==> src/rtl/laser310_bank_mapper.sv <==
// Laser310 SRAM page mapper: fixed B800H window on page 0, banked C000H window on a
// page chosen through a synchronised IO control register with write-protect and disable.
module laser310_bank_mapper #(
    parameter int         BANK_BITS   = 2,
    parameter logic [3:0] IO_PORT     = 4'h7,
    parameter int         RESET_BANK  = 1,
    parameter int         LED_STRETCH = 2500000
) (
    input  logic                 clk,
    input  logic                 RESET,
    input  logic [4:0]           Addr,
    input  logic [3:0]           AddrIO,
    input  logic [7:0]           D,
    input  logic                 MREQ_N,
    input  logic                 IORQ_N,
    input  logic                 RD_N,
    input  logic                 WR_N,
    output logic [BANK_BITS-1:0] RAM_AHI,
    output logic                 RAM_CS_N,
    output logic                 RAM_OE_N,
    output logic                 RAM_WE_N,
    output logic [7:0]           DOUT,
    output logic                 DOUT_OE,
    output logic [BANK_BITS-1:0] bank,
    output logic                 wp,
    output logic                 led1,
    output logic                 led2
);
    localparam int                   CW       = $clog2(LED_STRETCH + 1);
    localparam logic [CW-1:0]        LED_LOAD = CW'(LED_STRETCH);
    localparam logic [BANK_BITS-1:0] RST_BANK = BANK_BITS'(RESET_BANK);

    logic [BANK_BITS-1:0] r_bank;
    logic                 r_wp, r_dis;
    logic                 r_s1, r_s2, r_s3;
    logic [7:0]           r_d1, r_d2;
    logic [CW-1:0]        r_cnt1, r_cnt2;

    logic w_memcyc, w_fixed, w_banked, w_viol, w_bank_sel, w_sel;
    logic w_iow, w_iord, w_commit;
    logic w_unused_d;
    logic [7:0] w_dout;

    assign w_memcyc   = !MREQ_N && IORQ_N && (RD_N != WR_N);
    assign w_fixed    = w_memcyc && (Addr == 5'b10111);
    assign w_banked   = w_memcyc && (Addr[4:3] == 2'b11) && !r_dis;
    assign w_viol     = w_banked && r_wp && !WR_N;
    assign w_bank_sel = w_banked && !w_viol;
    assign w_sel      = w_fixed || w_bank_sel;

    assign w_iow  = !IORQ_N && MREQ_N && !WR_N && RD_N && (AddrIO == IO_PORT);
    assign w_iord = !IORQ_N && MREQ_N && !RD_N && WR_N && (AddrIO == IO_PORT);

    // Rising edge of the synchronised strobe: a held strobe commits once.
    assign w_commit = r_s2 && !r_s3;

    assign RAM_CS_N = RESET || !w_sel;
    assign RAM_OE_N = RESET || !w_sel || RD_N;
    assign RAM_WE_N = RESET || !w_sel || WR_N;
    assign RAM_AHI  = w_banked ? r_bank : '0;

    always_comb begin
        w_dout                = '0;
        w_dout[7]             = r_dis;
        w_dout[6]             = r_wp;
        w_dout[BANK_BITS-1:0] = r_bank;
    end

    assign DOUT       = w_dout;
    assign DOUT_OE    = w_iord && !RESET;
    assign bank       = r_bank;
    assign wp         = r_wp;
    assign led1       = (r_cnt1 != '0);
    assign led2       = (r_cnt2 != '0);
    assign w_unused_d = ^r_d2;

    always_ff @(posedge clk or posedge RESET) begin
        if (RESET) begin
            r_s1   <= 1'b0;
            r_s2   <= 1'b0;
            r_s3   <= 1'b0;
            r_d1   <= '0;
            r_d2   <= '0;
            r_bank <= RST_BANK;
            r_wp   <= 1'b0;
            r_dis  <= 1'b0;
        end else begin
            r_s1 <= w_iow;
            r_s2 <= r_s1;
            r_s3 <= r_s2;
            r_d1 <= D;
            r_d2 <= r_d1;
            if (w_commit) begin
                r_bank <= r_d2[BANK_BITS-1:0];
                r_wp   <= r_d2[6];
                r_dis  <= r_d2[7];
            end
        end
    end

    always_ff @(posedge clk or posedge RESET) begin
        if (RESET) begin
            r_cnt1 <= '0;
            r_cnt2 <= '0;
        end else begin
            if (w_bank_sel)
                r_cnt1 <= LED_LOAD;
            else if (r_cnt1 != '0)
                r_cnt1 <= r_cnt1 - CW'(1);
            if (w_commit || w_viol)
                r_cnt2 <= LED_LOAD;
            else if (r_cnt2 != '0)
                r_cnt2 <= r_cnt2 - CW'(1);
        end
    end
endmodule
==> config.mk <==
export PLATFORM = sky130hd
export DESIGN_NAME = laser310_bank_mapper
export DESIGN_NICKNAME = d
export VERILOG_FILES = /design/src/rtl/laser310_bank_mapper.sv
export SDC_FILE = /design/constraint.sdc
export NUM_CORES = 1
export LEC_CHECK = 0
export ABC_CLOCK_PERIOD_IN_PS = 6400
export BUFFER_PORTS_ARGS = -buffer_cell sky130_fd_sc_hd__buf_2
export CORE_ASPECT_RATIO = 1.5
export CORE_MARGIN = 2
export CORE_UTILIZATION = 50
export CTS_BUF_LIST = sky130_fd_sc_hd__clkbuf_8
export DETAILED_ROUTE_END_ITERATION = 10
export PLACE_DENSITY = 0.79
export SLEW_MARGIN = 20
export SYNTH_ARGS = -nofsm -noshare
export SYNTH_HDL_FRONTEND = slang
export SYNTH_SLANG_ARGS = --single-unit
==> constraint.sdc <==
create_clock -name clk -period 6.4 [get_ports clk]
set_input_delay 0.96 -clock clk [delete_from_list [all_inputs] [get_ports clk]]
set_output_delay 0.96 -clock clk [all_outputs]
set_load 0.02 [all_outputs]
==> impl.org, run 1 <==
** STA
- Fin Clk Skew :: 0.004875 ns
- For this run, the top clock speed supported by timing is 294.4 MHz.
- Dividing the final minimum period by the clock period gives 0.5308.
- RSZ-0062 raised after global routing :: false
- The number of failing hold endpoints at the final stage was 0.
- The worst path needs ~3.4 ns of the cycle, external delays included.
- For the final routed database, the setup TNS stands at 0 ns.
- The final count of pins violating max slew was 0.
- Headroom to the max-slew limit came out at 0.3452.
- At the pin with the least slew margin, the transition time is 0.9802 ns.
- Setup violations remaining at the end of the flow were counted as 0.

** Critical path
- For the worst setup path, the data required time is 5.44 ns.
- Number of cells on the worst reg-to-reg path :: 5
- Capturing element type of the critical path :: primary output
- The startpoint identified for the worst register-to-register timing path is r_dis.
- The worst register-to-register path ends at r_cnt1[11].
- Data arrival time of the critical path :: 2.44 ns
- The worst setup path is of the in -> out kind.
- Critical Path Fanout Max :: 60
- The worst setup path is launched from an input pin.
- R2R setup slack :: 4.08 ns

** Placement
- The congestion estimate from routability-driven global placement came to 0.8078.
- Standard cell area after detailed placement :: 0.003198 mm2
- Inst Count DP :: just under 400
- Detail Placement HPWL :: 4.001 mm
- Number of buffers inserted by port buffering :: 33

** Synthesis
- After synthesis, the mean cell area works out to between 10 and 15 um2.
- After technology mapping, the gate count stands at 301.
- Post-synth design cell area :: 0.003022 mm2
- The most used flip-flop cell after synthesis is sky130_fd_sc_hd__dfrtp_1.
- Of the synthesized area, sequential elements account for 0.4890.
- Synthesis Warnings :: 0
- Most area-hungry cell type in the Yosys netlist :: sky130_fd_sc_hd__dfrtp_1
- The synthesized design contains 0 enable-type register cells.
- Register bit total from synthesis :: 59
- Share of the synthesized area in the top cell type :: 0.4803
- Most area-consuming cells after synthesis :: sky130_fd_sc_hd__dfrtp_1 (48%), sky130_fd_sc_hd__xnor2_1 (5.2%), sky130_fd_sc_hd__nor2_1 (4.8%)
- Yosys cell types :: 47
- Async set or reset register ratio after synthesis :: 1.000

** Flow run
- Count of maximum capacitance violations :: 0

** Finish
- Cell area after layout :: between 0.003 and 0.004 mm2
- Of the cells placed in the final design, the portion with a size suffix greater than 1 is 0.1917.
- Number of nets in the finished design :: around 360
- 0 antenna diodes ended up in the layout.
- The multi-input combinational cells in the finished layout cover a total of 0.001428 mm2.
- Summing all flip-flop and latch instances after layout gives 0.001478 mm2.
- Fill cell count :: 498
- Area growth syn-to-layout :: 12.51%
- Count of non-filler cells in the finished layout :: 411

** CTS
- For the worst-skew pair, the clock arrives at the later sink with an insertion delay of 0.34 ns.
- Master cell of the clock root buffer :: sky130_fd_sc_hd__clkbuf_8
- Count of clock tree sinks :: 59
- Once the clock tree was built, the setup fixing pass inserted 0 buffers.
- The H-tree generated during clock tree synthesis spans 3 levels.
- Clock slew at reported path FFs :: 0.07 ns
- For this design, the CTS-stage hold fixing added 0 buffers.
- Buffers inserted during clock tree synthesis total 9.
- Once the clock tree was built, the resizer swapped 0 gates to a different size.
- TritonCTS built the clock tree.
- Maximum buffer depth of the clock tree :: 2

** Global route
- The number of global-route vias before repair was 2355.
- Maximum number of pins on one net before global-route repair :: 61
- Summed over all layers, the global routing overflow is 0.
- The first global-routing pass estimated 10.02 mm of wire.
- The initial antenna violation count came to 0.
- Across every metal layer, demand over resource in global routing totals 0.1983.

** Die
- In this run the count of I/O pins placed on the die edge is 42.
- Placeable core area :: 0.005828 mm2
- The floorplan step set the die width to 67.48 um.
- Die ar. :: 0.006694 mm2
- Initial cell density of the core :: 0.5185
- Vertical extent of the die :: between 90 and 100 um
- After floorplanning, the core was divided into 34 placement rows.

** Hold path
- Worst min-delay path category :: reg -> reg
- The startpoint identified for the worst hold timing path is r_d1[1].
- The worst hold path was traced through 0 stages.
- The path with the worst hold slack has its endpoint at r_d2[1].

** Power and ir drop
- Ratio of total power to cell area :: 316.8 mW/mm2
- The worst-case IR drop observed on VDD is 193.2 uV.
- Leakage component of the power :: 1.379 nW

** Drt
- Dividing the detail-routed via count by the number of cells gives around 5.5.
- Post-DRT Antenna Nets :: 0
- The final route contains 2280 vias.
- Detailed Route WL :: 5.641 mm
- For this block, the initial DRC count from the detailed router was 67.
- Per-cell routed wire length :: roughly 14 um
- For this run, design rule violations remaining after detail routing come to 0.
- The first TritonRoute pass finished after 4 iterations.

** Status
- Run status :: complete, no violations
==> state kept, by name, summed over array words and instances (netlist names) <==
name	flops
bank	2
r_cnt1	22
r_cnt2	22
r_d1	4
r_d2	4
r_dis	1
r_s1	1
r_s2	1
r_s3	1
wp	1
==> Yosys cell counts (all sizes together) (5+ instances only) <==
library cell,number
nor4,10
nand3,5
xnor2,18
nand2b,5
inv,8
buf,12
a21oi,9
dfrtp,58
a211oi,8
xor2,12
or4,8
nor3,10
nor2,39
o21ai,9
nor4b,5
nand2,27
==> worst max-delay path by stage <==
stage	depth (start not counted)	startpoint	slack (ns)	to
after floorplan	4	RESET	2.58	RAM_OE_N
after CTS	7	RESET	2.96	RAM_OE_N
after detailed placement	7	RESET	2.96	RAM_OE_N
after global placement	7	RESET	3.00	RAM_OE_N
after global routing	7	RESET	2.74	RAM_WE_N
final	7	RESET	3.00	RAM_OE_N
==> logic make-up after synthesis <==
family | count (synthesis) | share of synthesized area
compound gates | 37 | 0.07826
flops | 59 | 0.4890
buf+inv | 23 | 0.04224
mux | 8 | 0.02816
fa+ha+maj | 2 | 0.008280
simple gates | 141 | 0.2658
other cells | 1 | 0.001241
xor+xnor | 30 | 0.08696
==> area by class of cell <==
class                      count  area share
multi-input combinational    222      0.4199
clock inverter                 7     0.02282
inverter                       8    0.008833
timing repair buffer          34     0.05079
sequential                    59      0.4347
clock buffer                   9     0.03644
tap                           72     0.02650
==> stage by stage <==
step	worst slack (ns)	power (W)	hold slack, ns	util
2_1_floorplan	2.583	0.0006899	0.3312	-
3_3_place_gp	3.002	0.0007312	0.3317	0.5487
3_5_place_dp	2.958	0.0007436	0.3403	0.5487
4_1_cts	2.960	0.001087	0.3511	0.5833
5_1_grt	2.738	0.001148	0.3593	0.5833
6_report	3.003	0.001077	0.3525	0.5833
==> power by group <==
part           internal (W)  total [W]  switching (W)
clock network      0.000181   0.000341       0.000160
registers          0.000447   0.000539      0.0000912
logic             0.0000949   0.000198       0.000103
total              0.000724    0.00108       0.000354
==> per-layer routing <==
metal / wire, um / up-vias / track usage
li1: - / 1127 / -
met1: 2308 / 1113 / 0.2113
met2: 3064 / 34 / 0.3462
met3: 173 / 6 / 0.05317
met4: 96 / 0 / 0.1020
met5: 0 / - / 0
==> critical path, stage by stage <==
cell and delay (ns):
sky130_fd_sc_hd__buf_2 0.11, sky130_fd_sc_hd__inv_2 0.03, sky130_fd_sc_hd__buf_4 0.57, sky130_fd_sc_hd__nand2_1 0.10
sky130_fd_sc_hd__nor4_1 0.39, sky130_fd_sc_hd__nand2b_1 0.09, sky130_fd_sc_hd__buf_2 0.17
==> cell usage in the layout, fill, tap and decap left out, types with 5 or more instances in the layout <==
master and count:
sky130_fd_sc_hd__a211oi_1 8, sky130_fd_sc_hd__nand2_1 27, sky130_fd_sc_hd__or4_1 5, sky130_fd_sc_hd__a21oi_1 9
sky130_fd_sc_hd__o21ai_0 9, sky130_fd_sc_hd__inv_1 7, sky130_fd_sc_hd__clkbuf_8 9, sky130_fd_sc_hd__nand2b_1 5
sky130_fd_sc_hd__nor2_1 39, sky130_fd_sc_hd__nand3_1 5, sky130_fd_sc_hd__xnor2_1 18, sky130_fd_sc_hd__dfrtp_1 58
sky130_fd_sc_hd__nor4_1 8, sky130_fd_sc_hd__xor2_1 12, sky130_fd_sc_hd__buf_2 33, sky130_fd_sc_hd__nor3_1 9
No activity file was read; power rests on OpenSTA's default activity.
==> run 2: changes to the inputs <==
--- a/config.mk
+++ b/config.mk
@@ -5,7 +5,7 @@
 export SDC_FILE = /design/constraint.sdc
 export NUM_CORES = 1
 export LEC_CHECK = 0
-export ABC_CLOCK_PERIOD_IN_PS = 6400
+export ABC_CLOCK_PERIOD_IN_PS = 3500
 export BUFFER_PORTS_ARGS = -buffer_cell sky130_fd_sc_hd__buf_2
 export CORE_ASPECT_RATIO = 1.5
 export CORE_MARGIN = 2
==> constraint.sdc (replaced) <==
create_clock -name clk -period 3.5 [get_ports clk]
set_input_delay 0.525 -clock clk [delete_from_list [all_inputs] [get_ports clk]]
set_output_delay 0.525 -clock clk [all_outputs]
set_load 0.02 [all_outputs]
==> run 2 against run 1 <==
  * Setup slack got worse by 2.4 ns
  * Register-to-register slack got worse by 2.9 ns
  * Clock skew increased by 0.0021 ns
  * Flip-flop and latch count unchanged
  * Final cell count increased by 0.73%
  * Hold slack got worse by 0.064 ns
  * Wire length increased by 1.3%
  * Non-clock buffer count increased by 3
  * Combinational power increased by 85%
  * Clock power increased by 100%
  * Die area unchanged
  * Critical path type is now reg -> out
  * Largest cell class unchanged
  * Highest routed layer unchanged
==> impl.org, run 2 (synthesis gave the netlist of run 1 again) <==
** Critical path
- Worst setup path endpoint :: led1
- Capturing point of the worst reg2reg path :: r_cnt1[18]
- In this run the register-to-register setup slack is 1.23 ns.
- Data on the critical path is required at its endpoint by roughly 3.0 ns.
- Setup Crit Path Kind :: reg -> out
- Number of cells on the worst reg-to-reg path :: 7
- Critical register-to-register path startpoint :: r_cnt1[0]
- The worst setup path is captured at a primary output.
- STA classifies the critical path startpoint as a flip-flop.
- Data on the critical path arrives at its endpoint at 2.34 ns.
- In this run the worst path has a maximum fanout of 9.
- In this run the worst setup path begins at r_cnt1[17].

** Drt
- Dividing the detail-routed wire length by the instance count gives 13.80 um.
- Dividing the detail-routed via count by the number of cells gives 5.488.
- Wires add up to 5.713 mm.
- Before antenna repair, the detailed router went through 4 iterations.
- Total via count in the routed design :: between 2000 and 2500
- Drt drc :: 0
- Once detail routing completed, the nets flagged for antenna violations numbered 0.
- Iteration-0 DRC Markers :: 110

** Finish
- The final layout contains 362 nets.
- In the final layout, the registers with the most flip-flops are r_cnt1 x22, r_cnt2 x22.
- Commonest non-fill, non-tap cell in the layout :: sky130_fd_sc_hd__dfrtp_1
- Fill cell count :: just under 500
- Share of post-route cells with drive strength above 1 :: 0.1988
- The number of antenna diodes in the final layout is 0.
- Compared with the post-synthesis result, the final layout area differs by 14.04%.
- Once layout is complete, the cells apart from fillers number around 410.
- Most used cells in the layout excluding fill and tap cells :: sky130_fd_sc_hd__dfrtp_1 (58), sky130_fd_sc_hd__nor2_1 (39), sky130_fd_sc_hd__buf_2 (33)

** Die
- The floorplan step defined a core boundary enclosing 0.005828 mm2.
- The floorplan step set the die height to 99.21 um.
- Die extent in x :: approximately 67 um
- Number of I/O pins :: 42
- Die ar. :: approximately 0.0067 mm2
- Initial cell density of the core :: 0.5185
- Site Rows :: 34

** CTS
- Maximum buffer depth of the clock tree :: 2
- In this run the number of H-tree levels came out at 3.
- Cells resized by post-CTS repair :: 0
- Count of clock tree sinks :: 59
- Quantity of hold-fixing buffers added after cts :: 0
- After clock tree synthesis, the clock-pin slew on the worst setup and hold paths is roughly 0.070 ns.
- Post-CTS Setup Bufs :: 0
- Master cell of the clock root buffer :: sky130_fd_sc_hd__clkbuf_8
- Clock tree from TritonCTS :: built
- Source-to-sink clock delay at the later pin of the worst-skew pair :: approximately 0.34 ns
- Number of buffers created by CTS :: 9

** Placement
- The HPWL after detailed placement is 4.025 mm.
- The congestion estimate from routability-driven global placement came to 0.8731.
- Number of buffers inserted by port buffering :: 33
- Including well taps, the total number of placed cells is 398.

** STA
- Setup violations remaining at the end of the flow were counted as 0.
- Worst max-slew margin expressed relative to the limit :: 0.5239
- Pin slew with the least headroom to its limit :: 0.7142 ns
- The smallest clock period supported by the final layout is computed as 2.860 ns.
- Highest Clock Rate :: about 350 MHz
- After routing, the total negative slack on setup checks comes to 0 ns.
- Number of endpoints with negative hold slack in the final report :: 0
- RSZ-0062 raised after global routing :: false
- In the finished design, the share of the clock period the worst path needs comes to 0.8172.
- Max-slew violation count :: 0
- Fin Clk Skew :: 0.006954 ns

** Global route
- The number of global-route vias before repair came to 2295.
- Across every metal layer, demand over resource in global routing totals 0.1959.
- Maximum number of pins on one net before global-route repair :: 60
- Initial antenna violation count :: 0
- The first global-routing pass estimated approximately 10 mm of wire.
- Grt total ovfl :: 0

** Power and ir drop
- Leakage component of the power :: approximately 1.4 nW
- VDD sags by at most 520.4 uV.
- Ratio of total power to cell area :: 592.1 mW/mm2

** Flow run
- Across the run, the number of max-cap violations was 0.

** Hold path
- Worst min-delay path category :: in -> reg

** Status
- Run status :: complete, no violations
-- run 2: changes by cell type in the layout (fill, tap and decap cells not counted), sizes merged --
cell / change
clkinvlp: -2
buf: +3
clkinv: +1
bufinv: +1
-- run 2: routing by layer --
layer | GRT usage | share of wire
met1 | 0.2204 | 0.41
met4 | 0.09262 | 0.020
met5 | 0 | 0
met3 | 0.06109 | 0.032
met2 | 0.3288 | 0.54
-- run 2: per-stage QoR --
stage / cell area [um2] / hold slack, ns / utilization / power [W] / setup slack, ns
detailed placement: 3221 / 0.3394 / 0.5526 / 0.001364 / 1.037
global route: 3446 / 0.2568 / 0.5912 / 0.002167 / 0.4606
finish: 3446 / 0.2881 / 0.5912 / 0.002040 / 0.6400
global placement: 3221 / 0.3315 / 0.5526 / 0.001339 / 1.087
CTS: 3446 / 0.2659 / 0.5912 / 0.002064 / 0.6213
floorplan: 3033 / 0.3312 / - / 0.001262 / 0.5532
-- run 2: final cells by class --
class / instances / area [um2] / share of cell area
flip-flops and latches: 59 / 1478 / 0.4288
multi-input cells: 222 / 1428 / 0.4143
repair buffers: 37 / 195.2 / 0.05664
clock buffers: 9 / 123.9 / 0.03595
clock inverters: 7 / 101.3 / 0.02941
well taps: 72 / 90.09 / 0.02614
inverters: 8 / 30.03 / 0.008715
-- run 2: worst min-delay path by stage --
stage / endpoint / start / slack [ns] / cells after the start
finish: r_d1[7] / D[7] / 0.29 / 1
global route: r_d1[0] / D[0] / 0.26 / 1
detailed placement: r_s2 / r_s1 / 0.34 / 0
floorplan: r_d2[0] / r_d1[0] / 0.33 / 0
CTS: r_d1[6] / D[6] / 0.27 / 1
global placement: r_d2[1] / r_d1[1] / 0.33 / 0
-- run 2: worst max-delay path, stage by stage, from the launching register on --
cell                      delay, ns
sky130_fd_sc_hd__dfrtp_1       0.43
sky130_fd_sc_hd__nor4_1        0.56
sky130_fd_sc_hd__nand4_1       0.41
sky130_fd_sc_hd__or2_1         0.41
sky130_fd_sc_hd__buf_2         0.19
-- run 2: report_power, final --
group          internal [W]  leakage (nW)  total (W)  switching (W)
Clock              0.000405         0.106   0.000688       0.000283
Sequential         0.000818         0.679   0.000986       0.000168
Combinational      0.000175         0.628   0.000366       0.000191
==> run 3: changes to the inputs <==
--- a/config.mk
+++ b/config.mk
@@ -5,14 +5,14 @@
 export SDC_FILE = /design/constraint.sdc
 export NUM_CORES = 1
 export LEC_CHECK = 0
-export ABC_CLOCK_PERIOD_IN_PS = 3500
+export ABC_CLOCK_PERIOD_IN_PS = 2600
 export BUFFER_PORTS_ARGS = -buffer_cell sky130_fd_sc_hd__buf_2
 export CORE_ASPECT_RATIO = 1.5
 export CORE_MARGIN = 2
 export CORE_UTILIZATION = 50
 export CTS_BUF_LIST = sky130_fd_sc_hd__clkbuf_8
 export DETAILED_ROUTE_END_ITERATION = 10
-export PLACE_DENSITY = 0.79
+export PLACE_DENSITY = 0.82
 export SLEW_MARGIN = 20
 export SYNTH_ARGS = -nofsm -noshare
 export SYNTH_HDL_FRONTEND = slang
==> constraint.sdc (replaced) <==
create_clock -name clk -period 2.6 [get_ports clk]
set_input_delay 0.39 -clock clk [delete_from_list [all_inputs] [get_ports clk]]
set_output_delay 0.39 -clock clk [all_outputs]
set_load 0.02 [all_outputs]
==> run 3 against run 2 <==
  * Count of clock-buffer cells in the layout is the same
  * Largest power group unchanged
  * Clock power grew 8.6%
  * Critical path depth is the same
  * Highest routed layer unchanged
==> impl.org, run 3 (synthesis gave the netlist of run 1 again) <==
** Finish
- Area growth syn-to-layout :: 13.91%
- Measured on the finished design, the core utilization comes to 0.5906.
- Fill cell count :: 477
- Number of nets in the finished design :: around 370
- Area of the multi-input gates :: around 0.0014 mm2
- Most used cells in the layout excluding fill and tap cells :: sky130_fd_sc_hd__dfrtp_1 (58), sky130_fd_sc_hd__nor2_1 (39), sky130_fd_sc_hd__buf_2 (33)
- Commonest non-fill, non-tap cell in the layout :: sky130_fd_sc_hd__dfrtp_1
- Sequential cell area :: approximately 0.0015 mm2
- The largest registers in the layout are r_cnt1 x22, r_cnt2 x22.
- Antenna fix cells :: 0
- Share of post-route cells with drive strength above 1 :: 0.2110

** Power and ir drop
- For this design the total switching power over the nets is 0.0008870 W.
- Leakage component of the power :: 1.407 nW
- Ratio of total power to cell area :: 750.6 mW/mm2
- IR drop worst, VDD :: 664.4 uV
- Proportion of power drawn by the clock network :: 0.289
- Gate power share :: 0.197
- Internal power consumption :: 0.001697 W
- Of the total power, registers draw 0.514.
- Switch share :: 0.3433

** Drt
- Detailed routing inserted a total of 2288 vias.
- After detailed routing, the number of remaining DRC violations is 0.
- Per-cell routed wire length :: 14.29 um
- For this run, the detailed router's first-pass iteration total came to 4.
- In the routed layout, each cell is associated on average with a via count of between 5 and 6.
- The detail route stage leaves a number of antenna-violating nets equal to 0.
- The final layout contains routed wiring with a total length of 5.975 mm.
- After the first detailed-routing iteration, the DRC count stood at ~120.

** Global route
- Grt total ovfl :: 0
- For this run, the total global-route usage over all layers was measured as 0.2021.
- Entering global routing, the biggest net connects 60 pins.
- First-pass GRT wire length :: between 10 and 15 mm
- Vias in the first global route :: approximately 2400
- The initial antenna violation count came to 0.

** STA
- Setup total negative slack :: 0 ns
- Fin Clk Skew :: between 0.007 and 0.008 ns
- Pin slew with the least headroom to its limit :: 0.7241 ns
- Setup repair after global routing left no endpoint under its margin.
- Setup-violating endpoint count in the final report :: 0
- Max-slew violation count :: 0
- The number of failing hold endpoints at the final stage was 0.
- Worst max-slew margin expressed relative to the limit :: 0.5172
- Part of the cycle the worst path needs :: 0.9589
- Final critical-path required period :: around 2.5 ns
- Static timing analysis puts the maximum clock frequency at 401.1 MHz.

** CTS
- TritonCTS created 9 clock buffers.
- CTS saw between 50 and 60 sinks.
- Quantity of hold-fixing buffers added after cts :: 0
- The clock passes through at most 2 buffers.
- Clock slew at reported path FFs :: 0.07 ns
- Source-to-sink clock delay at the later pin of the worst-skew pair :: 0.35 ns
- The H-tree was split into 3 levels.
- The tree is rooted in a sky130_fd_sc_hd__clkbuf_8.
- Clock tree from TritonCTS :: built

** Critical path
- Startpoint Class :: flip-flop
- Largest incremental delay on the critical path :: 0.58 ns
- Grouping stages by cell kind, the critical path spends the most delay in simple AND/OR/NAND/NOR gates.
- Worst Path Buf+Inv :: 1
- STA classifies the critical path endpoint as a primary output.
- Of all nets on the critical path, the largest fanout is 6.
- Cells along the critical path :: or4_4, or2_1, or2_4, buf_2
- For the worst setup path, the data required time is 2.21 ns.
- The largest individual stage delay along the critical path comes from the cell sky130_fd_sc_hd__or4_4.
- For the worst setup path, the data arrival time is 2.10 ns.
- The setup path with the least slack is of type reg -> out.

** Die
- The initial utilization of the core area, before any placement, comes to 0.5185.
- Die extent in x :: 67.48 um
- Vertical extent of the die :: 99.21 um
- The initialized floorplan defines 34 standard-cell rows.
- Placeable core area :: approximately 0.0058 mm2
- Number of I/O pins :: between 40 and 50
- The die covers about 0.0067 mm2.

** Status
- Run status :: complete, no violations

** Placement
- The HPWL after detailed placement is 4.233 mm.
- Input and output buffers added on the ports amount to 33.
- Placer congestion estimate :: approximately 0.87

** Flow run
- The tool flagged a number of max-cap violations equal to 0.

** Hold path
- Worst min-delay path category :: in -> reg
run 3: changes by cell type in the layout (fill, tap and decap cells not counted), sizes merged:
cell      before  now
clkinv         2    1
buf           37   41
clkinvlp       2    5
bufinv         2    0
run 3: worst reg2reg max path, stage by stage (launching register included):
cell                      delay [ns]
sky130_fd_sc_hd__dfrtp_1        0.42
sky130_fd_sc_hd__inv_1          0.08
sky130_fd_sc_hd__ha_1           0.19
sky130_fd_sc_hd__or4b_1         0.58
sky130_fd_sc_hd__nor3_2         0.40
sky130_fd_sc_hd__nor4b_2        0.30
sky130_fd_sc_hd__xnor2_1        0.15
sky130_fd_sc_hd__nand2_1        0.06
run 3: final timing paths:
kind | startpoint | endpoint | slack, ns | cells after the start
worst min register to register | r_d1[1] | r_d2[1] | 0.35 | 0
worst max-delay path | r_cnt1[8] | led1 | 0.11 | 4
max in group asynchronous | RESET | r_cnt2[16] | 1.82 | 3
worst max register to register | r_cnt1[0] | r_cnt1[18] | 0.29 | 7
worst min-delay path | D[1] | r_d1[1] | 0.15 | 1
min in group asynchronous | RESET | r_cnt1[14] | 0.30 | 3
run 3: power by group through the flow:
stage,Sequential (W),Combinational (W),Clock (W)
floorplan,0.00129,0.000406,0
global placement,0.00132,0.000481,0
detailed placement,0.00133,0.000499,0
CTS,0.00132,0.000507,0.000761
global route,0.00136,0.000593,0.000801
finish,0.00133,0.000509,0.000747
run 3: layout make-up:
type	count	share of cell area
Sequential cell	59	0.4293
Multi-Input combinational cell	222	0.4180
Timing Repair Buffer	41	0.06543
Clock buffer	9	0.03599
Tap cell	72	0.02617
Clock inverter	7	0.01527
Inverter	8	0.009815
run 3: per-layer routing:
layer / vias to the layer above / part of all wire / global-route usage
met5: - / 0 / 0
met4: 0 / 0.031 / 0.1099
met3: 16 / 0.025 / 0.05430
met2: 31 / 0.55 / 0.3582
met1: 1110 / 0.39 / 0.2072
li1: 1131 / - / -
run 3: what timing repair did:
action,4_1_cts,5_1_grt
buffers inserted,0,0
setup endpoints to repair,0,2
gates resized for setup,0,2
run 3: stage by stage:
stage / instance area (um2) / setup slack, ns / cells / hold slack, ns / total power (W)
2_1_floorplan: 3037 / 0.5524 / 304 / 0.3312 / 0.001699
3_3_place_gp: 3254 / 0.3672 / 402 / 0.3327 / 0.001804
3_5_place_dp: 3254 / 0.3215 / 402 / 0.3358 / 0.001832
4_1_cts: 3431 / 0.03359 / 418 / 0.1386 / 0.002586
5_1_grt: 3442 / 0.01577 / 418 / 0.1326 / 0.002750
6_report: 3442 / 0.1070 / 418 / 0.1469 / 0.002584
